===== src/rtl/toggle_pkg.sv =====
// rtl/toggle_pkg.sv - shared types and constants for the toggle link
// Purpose: receiver state enum and the default sync byte, also used by the
// toggle transmitter so both ends agree on framing.
// Ports: none (package).
package toggle_pkg;

   typedef enum logic {
      HUNT = 1'b0,
      DATA = 1'b1
   } rx_state_t;

   localparam logic [7:0] TOGGLE_SYNC_WORD = 8'hA5;

endpackage


===== src/rtl/toggle_rx_if.sv =====
// rtl/toggle_rx_if.sv - line-side and byte-side signal bundle of the toggle receiver
// Purpose: groups the serial line input and the byte handshake of toggle_rx.
// Ports (signals):
//   din, din_valid   toggle-encoded line level and its per-cycle qualifier
//   data_out         received byte
//   data_valid       data_out holds an unconsumed byte
//   data_ready       consumer accepts data_out together with data_valid
//   sync_lock        high while inside a frame
//   overrun          one-cycle pulse when a completed byte is dropped
// Modports: master = line driver / byte consumer side, slave = receiver side.
interface toggle_rx_if;
   import toggle_pkg::*;

   logic       din;
   logic       din_valid;
   logic [7:0] data_out;
   logic       data_valid;
   logic       data_ready;
   logic       sync_lock;
   logic       overrun;

   modport master (
      output din, din_valid, data_ready,
      input  data_out, data_valid, sync_lock, overrun
   );

   modport slave (
      input  din, din_valid, data_ready,
      output data_out, data_valid, sync_lock, overrun
   );

endinterface


===== src/rtl/toggle_bit_dec.sv =====
// rtl/toggle_bit_dec.sv - toggle line decoder: line change = 1, line hold = 0
// Purpose: remembers the last qualified line level and emits one decoded bit
// per qualified cycle.
// Ports:
//   clock, reset   rising-edge clock, asynchronous active-high reset
//   i_din          line level
//   i_din_valid    qualifies i_din for this cycle
//   o_bit          decoded bit (valid only with o_strobe)
//   o_strobe       one decoded bit is present this cycle
module toggle_bit_dec (
   input  logic clock,
   input  logic reset,
   input  logic i_din,
   input  logic i_din_valid,
   output logic o_bit,
   output logic o_strobe
);

   // Reset level 0 matches the transmitter's T flip-flop reset level.
   logic r_level;

   always_ff @(posedge clock or posedge reset) begin
      if (reset) begin
         r_level <= 1'b0;
      end else if (i_din_valid) begin
         r_level <= i_din;
      end
   end

   assign o_bit    = i_din ^ r_level;
   assign o_strobe = i_din_valid;

endmodule


===== src/rtl/toggle_rx.sv =====
// rtl/toggle_rx.sv - toggle-encoded serial receiver with sliding sync and byte framing
// Purpose: hunts for SYNC_WORD at any bit alignment, then delivers FRAME_BYTES
// LSB-first bytes over a valid/ready output, flagging bytes that arrive while
// the previous one is still unconsumed.
// Ports:
//   clock, reset   rising-edge clock, asynchronous active-high reset
//   bus            toggle_rx_if.slave (din/din_valid in, byte handshake out)
module toggle_rx
   import toggle_pkg::*;
#(
   parameter int         FRAME_BYTES = 4,
   parameter logic [7:0] SYNC_WORD   = TOGGLE_SYNC_WORD
) (
   input  logic          clock,
   input  logic          reset,
   toggle_rx_if.slave    bus
);

   logic       w_bit;
   logic       w_strobe;
   logic [7:0] w_shift_next;
   logic       w_sync_hit;
   logic       w_byte_done;
   logic       w_frame_done;
   rx_state_t  w_state_next;

   rx_state_t  r_state;
   logic [7:0] r_shift;
   logic [2:0] r_bit_cnt;
   logic [7:0] r_byte_cnt;
   logic [7:0] r_data_out;
   logic       r_data_valid;
   logic       r_overrun;

   toggle_bit_dec u_bit_dec (
      .clock       (clock),
      .reset       (reset),
      .i_din       (bus.din),
      .i_din_valid (bus.din_valid),
      .o_bit       (w_bit),
      .o_strobe    (w_strobe)
   );

   // Shift register as it will look after this bit; both the sync compare
   // and the completed byte come from here so neither costs a cycle.
   assign w_shift_next = {w_bit, r_shift[7:1]};

   always_ff @(posedge clock or posedge reset) begin
      if (reset) begin
         r_state <= HUNT;
      end else begin
         r_state <= w_state_next;
      end
   end

   always_comb begin
      w_state_next = r_state;
      w_sync_hit   = 1'b0;
      w_byte_done  = 1'b0;
      w_frame_done = 1'b0;
      case (r_state)
         HUNT: begin
            if (w_strobe && (w_shift_next == SYNC_WORD)) begin
               w_sync_hit   = 1'b1;
               w_state_next = DATA;
            end
         end
         DATA: begin
            if (w_strobe && (r_bit_cnt == 3'd7)) begin
               w_byte_done = 1'b1;
               if (r_byte_cnt == 8'(FRAME_BYTES - 1)) begin
                  w_frame_done = 1'b1;
                  w_state_next = HUNT;
               end
            end
         end
         default: w_state_next = HUNT;
      endcase
   end

   always_ff @(posedge clock or posedge reset) begin
      if (reset) begin
         r_shift      <= 8'h00;
         r_bit_cnt    <= 3'd0;
         r_byte_cnt   <= 8'd0;
         r_data_out   <= 8'h00;
         r_data_valid <= 1'b0;
         r_overrun    <= 1'b0;
      end else begin
         r_overrun <= 1'b0;

         // Clearing the shift register at frame end stops the tail of the
         // last byte from combining with new bits into a false sync.
         if (w_strobe) begin
            r_shift <= w_frame_done ? 8'h00 : w_shift_next;
         end

         if (w_sync_hit) begin
            r_bit_cnt  <= 3'd0;
            r_byte_cnt <= 8'd0;
         end else if (w_strobe && (r_state == DATA)) begin
            r_bit_cnt <= r_bit_cnt + 3'd1;
            if (w_byte_done) begin
               r_byte_cnt <= r_byte_cnt + 8'd1;
            end
         end

         // A fresh byte wins over the clear from an accepted transfer.
         if (w_byte_done) begin
            if (!r_data_valid || bus.data_ready) begin
               r_data_out   <= w_shift_next;
               r_data_valid <= 1'b1;
            end else begin
               r_overrun <= 1'b1;
            end
         end else if (r_data_valid && bus.data_ready) begin
            r_data_valid <= 1'b0;
         end
      end
   end

   assign bus.data_out   = r_data_out;
   assign bus.data_valid = r_data_valid;
   assign bus.sync_lock  = (r_state == DATA);
   assign bus.overrun    = r_overrun;

endmodule


===== src/flat_wrapper.sv =====
// flat-port wrapper written by rule: the top's interface ports become plain ports
module toggle_rx_flat import toggle_pkg::*;
#(
   parameter int         FRAME_BYTES = 4,
   parameter logic [7:0] SYNC_WORD   = TOGGLE_SYNC_WORD
)
  (clock, reset, bus_din, bus_din_valid, bus_data_ready, bus_data_out, bus_data_valid, bus_sync_lock, bus_overrun);
  toggle_rx_if bus_i ();
  input  logic clock;
  input  logic reset;
  input wire logic [$bits(bus_i.din)-1:0] bus_din;
  input wire logic [$bits(bus_i.din_valid)-1:0] bus_din_valid;
  input wire logic [$bits(bus_i.data_ready)-1:0] bus_data_ready;
  output wire logic [$bits(bus_i.data_out)-1:0] bus_data_out;
  output wire logic [$bits(bus_i.data_valid)-1:0] bus_data_valid;
  output wire logic [$bits(bus_i.sync_lock)-1:0] bus_sync_lock;
  output wire logic [$bits(bus_i.overrun)-1:0] bus_overrun;
  assign bus_i.din = bus_din;
  assign bus_i.din_valid = bus_din_valid;
  assign bus_i.data_ready = bus_data_ready;
  assign bus_data_out = bus_i.data_out;
  assign bus_data_valid = bus_i.data_valid;
  assign bus_sync_lock = bus_i.sync_lock;
  assign bus_overrun = bus_i.overrun;
  toggle_rx #(.FRAME_BYTES(FRAME_BYTES), .SYNC_WORD(SYNC_WORD)) u_core (.clock(clock), .reset(reset), .bus(bus_i));
endmodule

===== config.mk =====
export PLATFORM = sky130hd
export DESIGN_NAME = toggle_rx_flat
export DESIGN_NICKNAME = d
export VERILOG_FILES = /design/src/rtl/toggle_pkg.sv /design/src/rtl/toggle_rx_if.sv /design/src/rtl/toggle_bit_dec.sv /design/src/rtl/toggle_rx.sv /design/src/flat_wrapper.sv
export SDC_FILE = /design/constraint.sdc
export NUM_CORES = 1
export LEC_CHECK = 0
export CAP_MARGIN = 5
export CORE_ASPECT_RATIO = 0.7
export CORE_MARGIN = 5
export CORE_UTILIZATION = 49
export DETAILED_ROUTE_END_ITERATION = 16
export GPL_TIMING_DRIVEN = 0
export HOLD_SLACK_MARGIN = 0.06
export PLACE_DENSITY = 0.85
export SLEW_MARGIN = 15
export SYNTH_ARGS = -nofsm -noshare
export SYNTH_HDL_FRONTEND = slang
export SYNTH_SLANG_ARGS = --single-unit

===== constraint.sdc =====
create_clock -name clock -period 1.9 [get_ports clock]
set_clock_uncertainty 0.2 [all_clocks]
set_input_delay 0.38 -clock clock [delete_from_list [all_inputs] [get_ports clock]]
set_output_delay 0.38 -clock clock [all_outputs]
set_load 0.01 [all_outputs]

==> results of run 1 <==
[where the power goes]
group / switching [mW] / leakage, nW / total (mW) / internal (mW)
sequential: 0.0404 / 0.407 / 0.727 / 0.686
clock: 0.217 / 0.0383 / 0.469 / 0.251
combinational: 0.0780 / 0.315 / 0.152 / 0.0740
total: 0.336 / 0.760 / 1.35 / 1.01
[worst paths after layout]
kind / from / endpoint
setup / recovery: u_core.r_bit_cnt[0] / u_core.bus.data_out[7]
hold / removal: reset / u_core.bus.sync_lock
setup reg to reg: u_core.r_bit_cnt[0] / u_core.bus.data_out[7]
hold reg to reg: u_core.bus.data_out[2] / u_core.bus.data_out[2]
max in group asynchronous: reset / u_core.r_shift[5]
min in group clock: u_core.bus.data_out[2] / u_core.bus.data_out[2]
[Yosys cell counts (3+ instances only)]
master / n / area [um^2]
nand3_1: 7 / 35.0
buf_4: 3 / 22.5
mux2_2: 9 / 101
o31ai_1: 3 / 22.5
nor2_1: 4 / 15.0
inv_1: 8 / 30.0
o21ai_0: 6 / 30.0
nand2_1: 13 / 48.8
dfrtp_1: 30 / 751
o22ai_1: 7 / 43.8
ha_1: 3 / 37.5
a21oi_1: 4 / 20.0
or3_1: 3 / 18.8
[through the flow]
stage | std cells | cell area, um^2 | setup WS (ns) | util | hold WS (ns)
floorplan | 124 | 1370 | 0.106 | - | 0.271
detailed placement | 175 | 1570 | -0.308 | 0.571 | 0.295
global route | 183 | 1690 | -0.0434 | 0.616 | 0.320
CTS | 182 | 1680 | 0.00206 | 0.611 | 0.308
finish | 183 | 1690 | 0.0441 | 0.616 | 0.305
global placement | 175 | 1570 | -0.280 | 0.571 | 0.291
[registers in the layout (all words and copies together) (netlist names)]
name                      flops
u_core.bus.data_out           8
u_core.r_bit_cnt              3
u_core.bus.data_valid         1
u_core.u_bit_dec.r_level      1
u_core.bus.overrun            1
u_core.r_byte_cnt             8
u_core.bus.sync_lock          1
u_core.r_shift                7
[final cells by class]
cell class	count	share of cell area
buffer	6	0.0237
clock buffer	7	0.0452
timing repair buffer	16	0.0933
tap	36	0.0267
inverter	8	0.0178
multi-input combinational	80	0.349
sequential	30	0.444
[cells by family (layout without fill, tap and decap cells)]
logic type | after synthesis | in the layout | share of synthesized area
and+or+nand+nor | 42 | 42 | 0.180
DFF | 30 | 30 | 0.547
AOI/OAI and AO/OA | 23 | 23 | 0.103
buffers and inverters | 14 | 37 | 0.0484
muxes | 10 | 10 | 0.0812
adders and majority gates | 3 | 3 | 0.0274
xor gates and xnor gates | 2 | 2 | 0.0128
[layer usage]
layer,up-vias,global-route usage,share of wire
met5,-,0,0
met4,0,0.0583,0.0069
met3,2,0.0459,0.037
met2,16,0.261,0.48
met1,508,0.209,0.47
li1,482,-,-
[what timing repair did]
action | 4_1_cts | 5_1_grt
hold buffers | 0 | 0
setup endpoints to repair | 16 | 18
pin swaps | 1 | 0
buffers inserted | 0 | 1
gates resized for setup | 5 | 4
==> flow_metrics.env, run 1 <==
export IMPL_post_dp_hpwl_um=1910
export IMPL_synth_edf_count=0
export IMPL_cp_cell_sequence="ha_2 > ha_4 > nand3_2 > nor2b_1 > buf_4 > mux2_2"
export IMPL_crit_path_start_kind="flop"
export IMPL_cpLargestDelayFamily="flip-flops"
export IMPL_finalMaxSlewViolations=0
export IMPL_grt_use_total=0.161
export IMPL_rsz0062_at_grt="yes"
export IMPL_cts_sinks=30
export IMPL_coreArea_um2=2740
export IMPL_syn_mean_instance_area_um2=11.1
export IMPL_cp_num_buf_inv=1
export IMPL_area_delta_synth_final_pct=23.2
export IMPL_max_freq_mhz=539
export IMPL_drt_total_wl_um=2750
export IMPL_ioPinCount=16
export IMPL_antenna_left=0
export IMPL_cts_root_buffer="clkbuf_8"
export IMPL_critical_path_arrival_ns=1.81
export IMPL_mostFrequentLayoutCell="dfrtp_1"
export IMPL_multi_input_area_um2=589
export IMPL_hold_violations=0
export IMPL_fp_row_count=16
export IMPL_clk_latency_ns=0.28
export IMPL_seqCellArea_um2=751
export IMPL_n_antenna_cell=0
export IMPL_critPathRequiredTime_ns=1.86
export IMPL_mostFrequentLayoutCells="dfrtp_1, clkdlybuf4s50_1, nand2_1"
export IMPL_routedWlPerCell_um=15.0
export IMPL_portBuffers=15
export IMPL_ys_warn_count=0
export IMPL_grt_pass1_wl_um=4740
export IMPL_cp_slowest_stage_delay_ns=0.37
export IMPL_htree_levels=2
export IMPL_final_setup_tns_ns=0
export IMPL_min_path_type="in2async"
export IMPL_drtPass1Iterations=4
export IMPL_dieHeight_um=54.3
export IMPL_antenna_found_initial=0
export IMPL_fillerInstances=222
export IMPL_initialDrtViolationCount=46
export IMPL_regToRegSetupSlack_ns=0.04
export IMPL_grt_overflow=0
export IMPL_gp_congestion=0.789
export IMPL_setup_viol=0
export IMPL_ys_types=32
export IMPL_die_area_um2=3970
export IMPL_relSlewSlack=0.586
export IMPL_finalPower_mw=1.35
export IMPL_ys_seq_elements=30
export IMPL_p_leak_nw=0.760
export IMPL_end_kind="flop"
export IMPL_cts_tree="built"
export IMPL_clkSlewWorstSetupHoldPaths_ns=0.06
export IMPL_cp_num_cells=6
export IMPL_die_x_um=73.2
export IMPL_finalCritPeriodShare=0.977
export IMPL_grt_start_max_net_pins=31
export IMPL_synth_area_um2=1370
export IMPL_synthFlopType="dfrtp_1"
export IMPL_synth_nets=132
export IMPL_cts_buffer_depth=2
export IMPL_final_nets=155
export IMPL_critPathKind="reg2reg"
export IMPL_outcome="finished clean"
export IMPL_vdd_drop_max_uv=506
export IMPL_cts_made_buffers=5
export IMPL_seq_area_frac_synth=0.547
export IMPL_critPathMaxFanout=8
export IMPL_drcViolationCount=0
export IMPL_vias=1008
export IMPL_cpMaxStageDelayCell="dfrtp_1"
export IMPL_cellPowerDensity_nw_per_um2=798
export IMPL_post_drt_via_cell_ratio=5.51
export IMPL_synth_async_reset_ratio=1.00
export IMPL_grt_pass1_vias=1024
export IMPL_rr_worst_depth=6
export IMPL_synthCells=124
export IMPL_min_period_ns=1.86
export IMPL_worst_pin_slew_ns=0.620
export IMPL_layout_drive_gt1_share=0.224
export IMPL_start_util=0.500
export IMPL_drv_cap=0
(Power assumes the default switching activity.)
==> run 2: changes to the inputs <==
- CORE_UTILIZATION: 49 -> 55
- PLACE_DENSITY: 0.85 -> 0.83
- clock period: 1.9 -> 2.31 ns (I/O delays scaled with it)
==> run 2 against run 1 <==
Non-clock buffer count down 1. Sequential share of layout area up 2.0 points. Total power is 25% lower. Wire length shrank 4.7%. Die area decreased by 9.2%. Cell count is 2.2% lower. Sequential power shrank 18%. Worst hold slack gained 0.0087 ns. Sequential cell count unchanged. Critical path type unchanged. Largest cell class unchanged. Highest routed layer unchanged.
==> flow_metrics.env, run 2 (same netlist as run 1, synthesis figures left out) <==
export IMPL_cts_setup_buffers=0
export IMPL_antenna_left=0
export IMPL_holdWs_ns=0.314
export IMPL_finalCritPeriodShare=0.864
export IMPL_grt_start_max_net_pins=31
export IMPL_vdd_drop_max_uv=431
export IMPL_critPathRequiredTime_ns=2.32
export IMPL_r2r_end="u_core.bus.data_out[1]"
export IMPL_grt_pass1_wl_um=4520
export IMPL_cts_root_buffer="clkbuf_4"
export IMPL_mostFrequentLayoutCells="dfrtp_1, clkdlybuf4s50_1, nand2_1"
export IMPL_area_delta_synth_final_pct=17.8
export IMPL_max_freq_mhz=501
export IMPL_place_area_um2=1560
export IMPL_outcome="finished clean"
export IMPL_cts_made_buffers=5
export IMPL_portBuffers=15
export IMPL_rr_worst_depth=6
export IMPL_die_x_um=69.7
export IMPL_p_leak_nw=0.750
export IMPL_vias=1013
export IMPL_crit_path_start_kind="flop"
export IMPL_layout_drive_gt1_share=0.193
export IMPL_combPwrFrac=0.108
export IMPL_pre_cts_ws_ns=0.00927
export IMPL_drv_cap=0
export IMPL_dieHeight_um=51.8
export IMPL_drcViolationCount=0
export IMPL_multi_input_area_um2=554
export IMPL_fp_row_count=15
export IMPL_grt_use_total=0.165
export IMPL_finalMaxSlewViolations=0
export IMPL_finalPower_mw=1.01
export IMPL_htree_levels=2
export IMPL_cellPowerDensity_nw_per_um2=622
export IMPL_crit_path_end="u_core.bus.data_out[1]"
export IMPL_postLayoutSetupSlackWorst_ns=0.315
export IMPL_drt_total_wl_um=2620
export IMPL_cts_buffer_depth=2
export IMPL_cts_tree="built"
export IMPL_cp_slowest_stage_delay_ns=0.37
export IMPL_drtPass1Iterations=4
export IMPL_critPathKind="reg2reg"
export IMPL_ioPinCount=16
export IMPL_n_antenna_cell=0
export IMPL_r2r_start="u_core.r_bit_cnt[0]"
export IMPL_coreArea_um2=2420
export IMPL_mostFrequentLayoutCell="dfrtp_1"
export IMPL_relSlewSlack=0.594
export IMPL_regToRegSetupSlack_ns=0.31
export IMPL_clk_latency_ns=0.32
export IMPL_cts_sinks=30
export IMPL_gp_congestion=0.778
export IMPL_post_drt_via_cell_ratio=5.66
export IMPL_min_path_type="reg2reg"
export IMPL_hold_buffers=0
export IMPL_rsz0062_at_grt="no"
export IMPL_p_sw_frac=0.255
export IMPL_seqPwrFrac=0.592
export IMPL_end_kind="flop"
export IMPL_worst_pin_slew_ns=0.607
export IMPL_min_period_ns=2.00
export IMPL_initialDrtViolationCount=29
export IMPL_hold_violations=0
export IMPL_internal_power_uw=749
export IMPL_critical_path_arrival_ns=2.00
export IMPL_routedWlPerCell_um=14.6
export IMPL_cp_startpoint="u_core.r_bit_cnt[0]"
export IMPL_post_dp_hpwl_um=1900
export IMPL_cpMaxStageDelayCell="dfrtp_1"
export IMPL_fin_area_um2=1620
export IMPL_setup_viol=0
export IMPL_post_cts_resized=0
export IMPL_start_util=0.566
export IMPL_cpMostUsedCell="ha_1"
export IMPL_final_setup_tns_ns=0
export IMPL_clockPowerShare=0.300
export IMPL_switchingPower_uw=256
export IMPL_antenna_found_initial=0
export IMPL_grt_pass1_vias=1011
export IMPL_final_nets=154
export IMPL_grt_overflow=0
export IMPL_cp_cell_sequence="ha_1 > ha_1 > nand3_1 > nor2b_1 > buf_4 > mux2_2"
export IMPL_clkSlewWorstSetupHoldPaths_ns=0.09
export IMPL_critPathMaxFanout=8
export IMPL_die_area_um2=3610
export IMPL_seqCellArea_um2=751
export IMPL_fillerInstances=180
run 2: worst min path at each step:
stage	from	end	slack, ns	cells after the start
floorplan	u_core.r_shift[1]	u_core.bus.data_out[0]	0.29	1
global placement	u_core.bus.data_out[4]	u_core.bus.data_out[4]	0.29	1
detailed placement	u_core.bus.data_out[4]	u_core.bus.data_out[4]	0.29	1
CTS	u_core.bus.data_out[4]	u_core.bus.data_out[4]	0.31	1
global route	u_core.bus.data_out[3]	u_core.bus.data_out[3]	0.33	1
finish	u_core.bus.data_out[3]	u_core.bus.data_out[3]	0.31	1
run 2: metal layers:
metal,vias up,GRT usage,share of wire
li1,479,-,-
met1,494,0.187,0.44
met2,31,0.290,0.49
met3,9,0.0541,0.053
met4,0,0.0764,0.017
met5,-,0,0
run 2: power by group through the flow:
stage          clock network (mW)  logic [mW]  registers [mW]
6_report                    0.302       0.109           0.595
5_1_grt                     0.327       0.129           0.601
4_1_cts                     0.306       0.111           0.595
3_5_place_dp                    0       0.110           0.606
3_3_place_gp                    0       0.103           0.601
2_1_floorplan                   0      0.0761           0.597
run 2: metrics by stage:
step           utilization  cells
2_1_floorplan            -    124
3_3_place_gp         0.646    173
3_5_place_dp         0.646    173
4_1_cts              0.667    179
5_1_grt              0.667    179
6_report             0.667    179
run 2: area by class of cell:
class / instances / area share
flip-flops and latches: 30 / 0.465
multi-input cells: 80 / 0.343
repair buffers: 15 / 0.0930
clock buffers: 6 / 0.0318
well taps: 34 / 0.0263
plain buffers: 6 / 0.0225
inverters: 8 / 0.0186
run 2: critical path, delay by kind of cell (launching register included):
kind                       cells  cell delay (ns)
adders and majority gates      2             0.38
buffers and inverters          1             0.18
DFF                            1             0.37
muxes                          1             0.35
and+or+nand+nor                2             0.39
==> run 3: changes to the inputs <==
- SETUP_SLACK_MARGIN: default -> 0.1
==> results of run 3 <==
Final layout, timing and power as in run 2 (identical DEF).
